File: config.mk
export PLATFORM = sky130hd
export DESIGN_NAME = countdown_timer
export DESIGN_NICKNAME = d
export VERILOG_FILES = /design/src/rtl/countdown_timer.sv
export SDC_FILE = /design/constraint.sdc
export NUM_CORES = 1
export LEC_CHECK = 0
export CELL_PAD_IN_SITES_DETAIL_PLACEMENT = 1
export CELL_PAD_IN_SITES_GLOBAL_PLACEMENT = 2
export CORE_ASPECT_RATIO = 0.8
export CORE_MARGIN = 3
export CORE_UTILIZATION = 24
export DETAILED_ROUTE_END_ITERATION = 7
export HOLD_SLACK_MARGIN = 0.12
export PLACE_DENSITY_LB_ADDON = 0.3
export SYNTH_ARGS = -nofsm -noshare
export SYNTH_HDL_FRONTEND = slang
export SYNTH_SLANG_ARGS = --single-unit
File: constraint.sdc
create_clock -name clk -period 1.9 [get_ports clk]
set_input_delay 0.38 -clock clk [delete_from_list [all_inputs] [get_ports clk]]
set_output_delay 0.38 -clock clk [all_outputs]
set_load 0.05 [all_outputs]
File: src/rtl/countdown_timer.sv
// rtl/countdown_timer.sv - programmable countdown timer driven by rising edges of a slow divided signal
//
// Purpose:
//   Samples slow_in in the clk domain and turns each rising edge into a one-cycle tick.
//   While running, the loaded count is decremented once per tick. done pulses and expired
//   is set when the count runs out. With AUTO_RELOAD=1 the stored load value is reloaded
//   and counting continues.
//
// Ports:
//   clk       in   system clock (the only clock in the block)
//   rst_n     in   asynchronous active-low reset
//   slow_in   in   divided square wave, asynchronous to clk, sampled as data
//   load      in   one-cycle strobe, loads load_val into count and the reload register
//   load_val  in   [WIDTH-1:0] value to load
//   start     in   one-cycle strobe, begin or resume counting
//   pause     in   one-cycle strobe, suspend counting
//   count     out  [WIDTH-1:0] current count
//   running   out  high while in RUN
//   done      out  one-cycle pulse on expiry
//   expired   out  sticky expiry flag, cleared by load or reset

module countdown_timer #(
  parameter int WIDTH       = 8,
  parameter bit AUTO_RELOAD = 1'b0
) (
  input  logic             clk,
  input  logic             rst_n,
  input  logic             slow_in,
  input  logic             load,
  input  logic [WIDTH-1:0] load_val,
  input  logic             start,
  input  logic             pause,
  output logic [WIDTH-1:0] count,
  output logic             running,
  output logic             done,
  output logic             expired
);

  typedef enum logic [1:0] {
    ST_IDLE  = 2'd0,
    ST_RUN   = 2'd1,
    ST_PAUSE = 2'd2
  } state_t;

  localparam logic [WIDTH-1:0] ONE = WIDTH'(1);

  logic             r_s1;
  logic             r_s2;
  logic             r_s3;
  logic             w_tick;

  state_t           r_state;
  logic [WIDTH-1:0] r_count;
  logic [WIDTH-1:0] r_reload;
  logic             r_running;
  logic             r_done;
  logic             r_expired;

  // r_s1/r_s2 resynchronise slow_in; r_s3 holds the previous r_s2 for edge detection.
  always_ff @(posedge clk or negedge rst_n) begin
    if (!rst_n) begin
      r_s1 <= 1'b0;
      r_s2 <= 1'b0;
      r_s3 <= 1'b0;
    end else begin
      r_s1 <= slow_in;
      r_s2 <= r_s1;
      r_s3 <= r_s2;
    end
  end

  // One cycle per rising edge; falling edges are ignored.
  assign w_tick = r_s2 & ~r_s3;

  // Control FSM with registered outputs. Priority: load > pause > start > tick.
  always_ff @(posedge clk or negedge rst_n) begin
    if (!rst_n) begin
      r_state   <= ST_IDLE;
      r_count   <= '0;
      r_reload  <= '0;
      r_running <= 1'b0;
      r_done    <= 1'b0;
      r_expired <= 1'b0;
    end else begin
      r_done <= 1'b0;
      if (load) begin
        // Any tick in this cycle is dropped.
        r_count   <= load_val;
        r_reload  <= load_val;
        r_state   <= ST_IDLE;
        r_running <= 1'b0;
        r_expired <= 1'b0;
      end else begin
        case (r_state)
          ST_IDLE: begin
            // A zero count cannot be started.
            if (start && (r_count != '0)) begin
              r_state   <= ST_RUN;
              r_running <= 1'b1;
            end
          end

          ST_RUN: begin
            if (pause) begin
              r_state   <= ST_PAUSE;
              r_running <= 1'b0;
            end else if (w_tick) begin
              if (r_count > ONE) begin
                r_count <= r_count - ONE;
              end else if (r_count == ONE) begin
                r_done    <= 1'b1;
                r_expired <= 1'b1;
                if (AUTO_RELOAD && (r_reload != '0)) begin
                  r_count <= r_reload;
                end else begin
                  r_count   <= '0;
                  r_state   <= ST_IDLE;
                  r_running <= 1'b0;
                end
              end
            end
          end

          ST_PAUSE: begin
            // pause beats a simultaneous start; ticks here and on resume are dropped.
            if (start && !pause) begin
              r_state   <= ST_RUN;
              r_running <= 1'b1;
            end
          end

          default: begin
            r_state   <= ST_IDLE;
            r_running <= 1'b0;
          end
        endcase
      end
    end
  end

  assign count   = r_count;
  assign running = r_running;
  assign done    = r_done;
  assign expired = r_expired;

endmodule
# Word level (Yosys, flattened, before mapping)
# Index checks and enable logic that the tools add are counted.
# word_totals
output_inout_bits	11
mem_count	0
in_bits	14
ramBits	0
mem_bits_ro	0
latch_bits	0
wordCells	68
reg_bits	16
# classes
magnitude_cmp	1
n_shift	0
n_div	0
bitwise	2
addsub	1
n_mul	0
eq_ne	10
n_mux	34
n_reduce_logical	12
# ops
op	count
2-to-1 mux 8 bit	6
2-to-1 mux 1 bit	19
2-to-1 mux 2 bit	7
!= test 4 bit, second input constant	3
AND reduction 5 bit	2
equality test 8 x 1 -> 1 bit, second input constant	1
> comparator 8 x 1 -> 1 bit, second input constant	1
nonzero test 8 bit	1
subtractor 8 x 1 -> 8 bit, second input constant	1
!= test 3 bit, second input constant	2
one-hot mux 2 bit (3 select lines)	1
nonzero test 2 bit	3
!= test 2 bit, second input constant	2
AND reduction 4 bit	1
one-hot mux 1 bit (3 select lines)	1
nonzero test 3 bit	1
equality test 2 x 1 -> 1 bit, second input constant	1
equality test 2 bit, second input constant	1
logical AND 1 bit	2
zero test 2 bit	1
AND 1 bit	1
zero test 1 bit	1
NOT 1 bit	1

# Depth between registers and ports, before layout
# Gate-level depths: netlist (run 1).
# logic_depth
depth_word	7
ltp_mapped	7
depth_no_buf	7

# Least setup slack after synthesis (run 1)
# OpenSTA, ideal clock, no wires.
# synth_timing
path_kind	reg-to-reg
from	register r_count[6], in the netlist count[6]
to	register r_count[7], in the netlist count[7]
required_ps	1779
stages_incl_launch_ff	6
period_less_slack_ps	2099
arrival_time_ps	1978
setup_slack_ps	-199
cell_sequence	dfrtp_1 > or4_4 > o31a_1 > buf_6 > o21a_1 > o22a_1
# synth_between
elab_chain_len	6
word_cells_on_any_way	10
# synth_rtl
element	line	source
from (decl)	53	logic [WIDTH-1:0] r_count;
from (signal assigned)	88	r_count <= load_val;
from (signal assigned)	109	r_count <= r_count - ONE;
from (signal assigned)	114	r_count <= r_reload;
subtractor 8 x 1 -> 8 bit / > comparator 8 x 1 -> 1 bit (equally long branches)	109, 108	
2-to-1 mux 8 bit	108	if (r_count > ONE) begin
2-to-1 mux 8 bit	107	end else if (w_tick) begin
2-to-1 mux 8 bit	104	if (pause) begin
2-to-1 mux 8 bit	94	case (r_state)
2-to-1 mux 8 bit	86	if (load) begin
# Several ways; a longest one is shown, not always the timed one. The select of a mux whose other input is x is not followed.
# A chain may end at the register's enable or synchronous reset.

# Final worst setup path (run 1)
# layout_timing
from	register r_count[5], in the netlist count[5]
to	register r_count[7], in the netlist count[7]
# Same word-level chain as after synthesis.

==> impl_metrics.ini, run 1 <==
[placed_design]
dp_slack_ns = -0.296
gp_congestion = 0.852
portBuffers = 24
hpwlAfterDp_um = 2090
place_area_um2 = 1320
dp_cells = 184

[timing]
worst_pin_slew_ns = 0.497
fin_worst_skew_ns = 0.00194
clock.fmax_mhz = 525
min_period_ns = 1.91
holdWs_ns = 0.348
rsz0062_at_grt = yes
worst_slack_ns = -0.00526
hold_viol = 0
setup_viol = 1
slew_violations = 0
setup-tns-final_ns = -0.00526
slew_headroom = 0.668
fin_crit_sh = 1.00

[final_layout]
stdcell_count = 189
post-route-util = 0.401
diodes = 0
design_area_um2 = 1400
ff_latch_area_um2 = 382
nNetsFinal = 165
layout-drive-gt1-share = 0.354
multiInputGateArea_um2 = 510
num-fill-cells = 406
syn_to_final_growth_pct = 57.2

[global_routing]
antenna_found_initial = 0
grt_pass1_vias = 916
grt_pass1_wl_um = 4400
grt.overflow.total = 0
grt_max_degree = 17
grtUsageTotal = 0.130

[clocking]
cts_made_buffers = 3
path_clk_slew_ns = 0.06
cts-htree-levels = 1
cts_sinks = 15
clockRootBuffer = clkbuf_8
clock_path_buffers = 2
clk_latency_ns = 0.25
cts_tree = built

[synth]
avgSynthCellArea_um2 = 9.01
synthSimpleGateAreaFrac = 0.264
synth_compound_area_frac = 0.195
ys_warn_count = 0
synthArstFlopShare = 1.00
synthesis.instances = 99
synth_fa_ha_area_frac = 0.0421
synth.top_cell.area_share = 0.421
syn_area_um2 = 892
ys.flop_type = dfrtp_1
synth_seq_cells = 15
synth_top_family_by_area = simple AND/OR/NAND/NOR gates
yosysTopAreaCell = dfrtp_1
synth_edf_count = 0
synth_area_leaders = dfrtp_1 42%, nor2_1 5.5%, nand2_1 5.0%
seq_area_frac_synth = 0.421
synth_most_common_cell = dfrtp_1
synth_nets = 116
synthMuxAreaShare = 0.0337
yosys-top-cells-count = 15 x dfrtp_1, 13 x nor2_1, 12 x nand2_1
synth-xor-area-share = 0.00982
synth_cell_types = 35

[worst_setup_path]
cp-start-kind = flop
required_ns = 2.03
critPathMaxFanout = 5
slowest_stage = or4_4
worstSetupPathType = flop to flop
crit_chain = or4_4 > o31a_1 > buf_6 > o21a_1 > o22a_1
critPathArrivalTime_ns = 2.04
critPathTopFamily = compound AO/OA/AOI/OAI gates
critical_path_buf_inv_count = 1
end_kind = flop
cpPeakStageDelay_ns = 0.60

[pwr]
ir_drop_uv = 349
cellLeakagePower_nw = 0.625
power.total_uw = 942
p_per_area_nw_per_um2 = 671

[hold_path]
hold_class = flop to flop

[drt]
drt_wl_total_um = 2640
drtIter0Drc = 44
drc_errors = 0
wl_per_cell_um = 14.0
first_pass_iters = 4
viasPerCell = 4.84
drt.antenna.violating_nets = 0
vias = 915

[floorplanning]
io_pins = 25
core_area_um2 = 3490
dieWidth_um = 74.2
num_rows = 19
fp.dieH_um = 60.5
die_area_um2 = 4490
initial_core_util = 0.255

[run_status]
outcome = finished with violations
failed_checks = negative setup slack

[flow_run]
max-cap-violations = 0
-- state kept, by name, summed over array words and instances, names as in the netlist --
register  count
r_state       2
r_s2          1
r_s1          1
expired       1
count         8
done          1
r_s3          1
-- path summary, 6_finish.rpt --
kind                            slack, ns          to  depth (start not counted)  startpoint
worst max-delay path               -0.005    count[7]                          5    count[5]
worst min-delay path                 0.35        r_s2                          0        r_s1
worst max register to register     -0.005    count[7]                          5    count[5]
worst min register to register       0.35        r_s2                          0        r_s1
max in group asynchronous            1.25  r_state[0]                          2       rst_n
min in group asynchronous            0.45    count[4]                          2       rst_n
-- placed cells by master, fill, tap and decap left out, types with 2 or more instances in the layout --
master / instances
ha_1: 3
nor3_1: 5
and3_1: 2
a21oi_1: 6
a31oi_1: 2
inv_1: 2
nand2_1: 12
dfrtp_2: 5
mux2i_1: 3
dfrtp_1: 10
buf_6: 2
clkdlybuf4s50_1: 13
buf_4: 32
o21ai_1: 5
nor2_1: 12
clkbuf_8: 3
a31o_2: 2
nor2b_1: 2
o21ai_0: 3
-- worst register-to-register path: stages, from the launching register on --
cell	delay, ns
dfrtp_2	0.40
or4_4	0.60
o31a_1	0.31
buf_6	0.14
o21a_1	0.16
o22a_1	0.19
-- logic make-up after synthesis --
kind of cell    Yosys count
compound gates           27
xor+xnor                  1
fa+ha+maj                 3
buf+inv                   6
flops                    15
mux                       3
simple gates             44
-- cell type report --
cell class	instances	area share
multi-input cells	78	0.364
repair buffers	48	0.289
flip-flops and latches	15	0.272
well taps	42	0.0375
clock buffers	4	0.0321
inverters	2	0.00535
-- repair_timing --
action                     CTS  global route
setup endpoints to repair    3             7
resized for setup            4             9
hold buffers                 0             0
hold endpoints to repair     0             0
pin swaps                    3             5
buffers inserted             1             0
-- where the power goes --
group	switching [mW]	internal [mW]	total [mW]	leakage (nW)
registers	0.0154	0.344	0.359	0.181
clock network	0.113	0.148	0.262	0.0228
logic	0.184	0.136	0.321	0.421
total	0.313	0.629	0.942	0.625
-- per-layer routing --
metal / vias up / global-route usage / routed length, µm
met2: 19 / 0.201 / 1180
met4: 0 / 0.0233 / 8
li1: 455 / - / -
met3: 2 / 0.0464 / 148
met1: 439 / 0.177 / 1300
met5: - / 0 / 0
No activity file was read; power rests on OpenSTA's default activity.
==> run 2, diff against run 1 <==
--- a/config.mk
+++ b/config.mk
@@ -11,7 +11,6 @@
 export CORE_MARGIN = 3
 export CORE_UTILIZATION = 24
 export DETAILED_ROUTE_END_ITERATION = 7
-export HOLD_SLACK_MARGIN = 0.12
 export PLACE_DENSITY_LB_ADDON = 0.3
 export SYNTH_ARGS = -nofsm -noshare
 export SYNTH_HDL_FRONTEND = slang
==> results of run 2 <==
No change in the layout: final DEF, timing and power equal those of run 1.
==> run 3, diff against run 2 <==
--- a/config.mk
+++ b/config.mk
@@ -5,6 +5,7 @@
 export SDC_FILE = /design/constraint.sdc
 export NUM_CORES = 1
 export LEC_CHECK = 0
+export ABC_CLOCK_PERIOD_IN_PS = 1900
 export CELL_PAD_IN_SITES_DETAIL_PLACEMENT = 1
 export CELL_PAD_IN_SITES_GLOBAL_PLACEMENT = 2
 export CORE_ASPECT_RATIO = 0.8
==> results of run 3 <==
No change in the layout: final DEF, timing and power equal those of run 1.
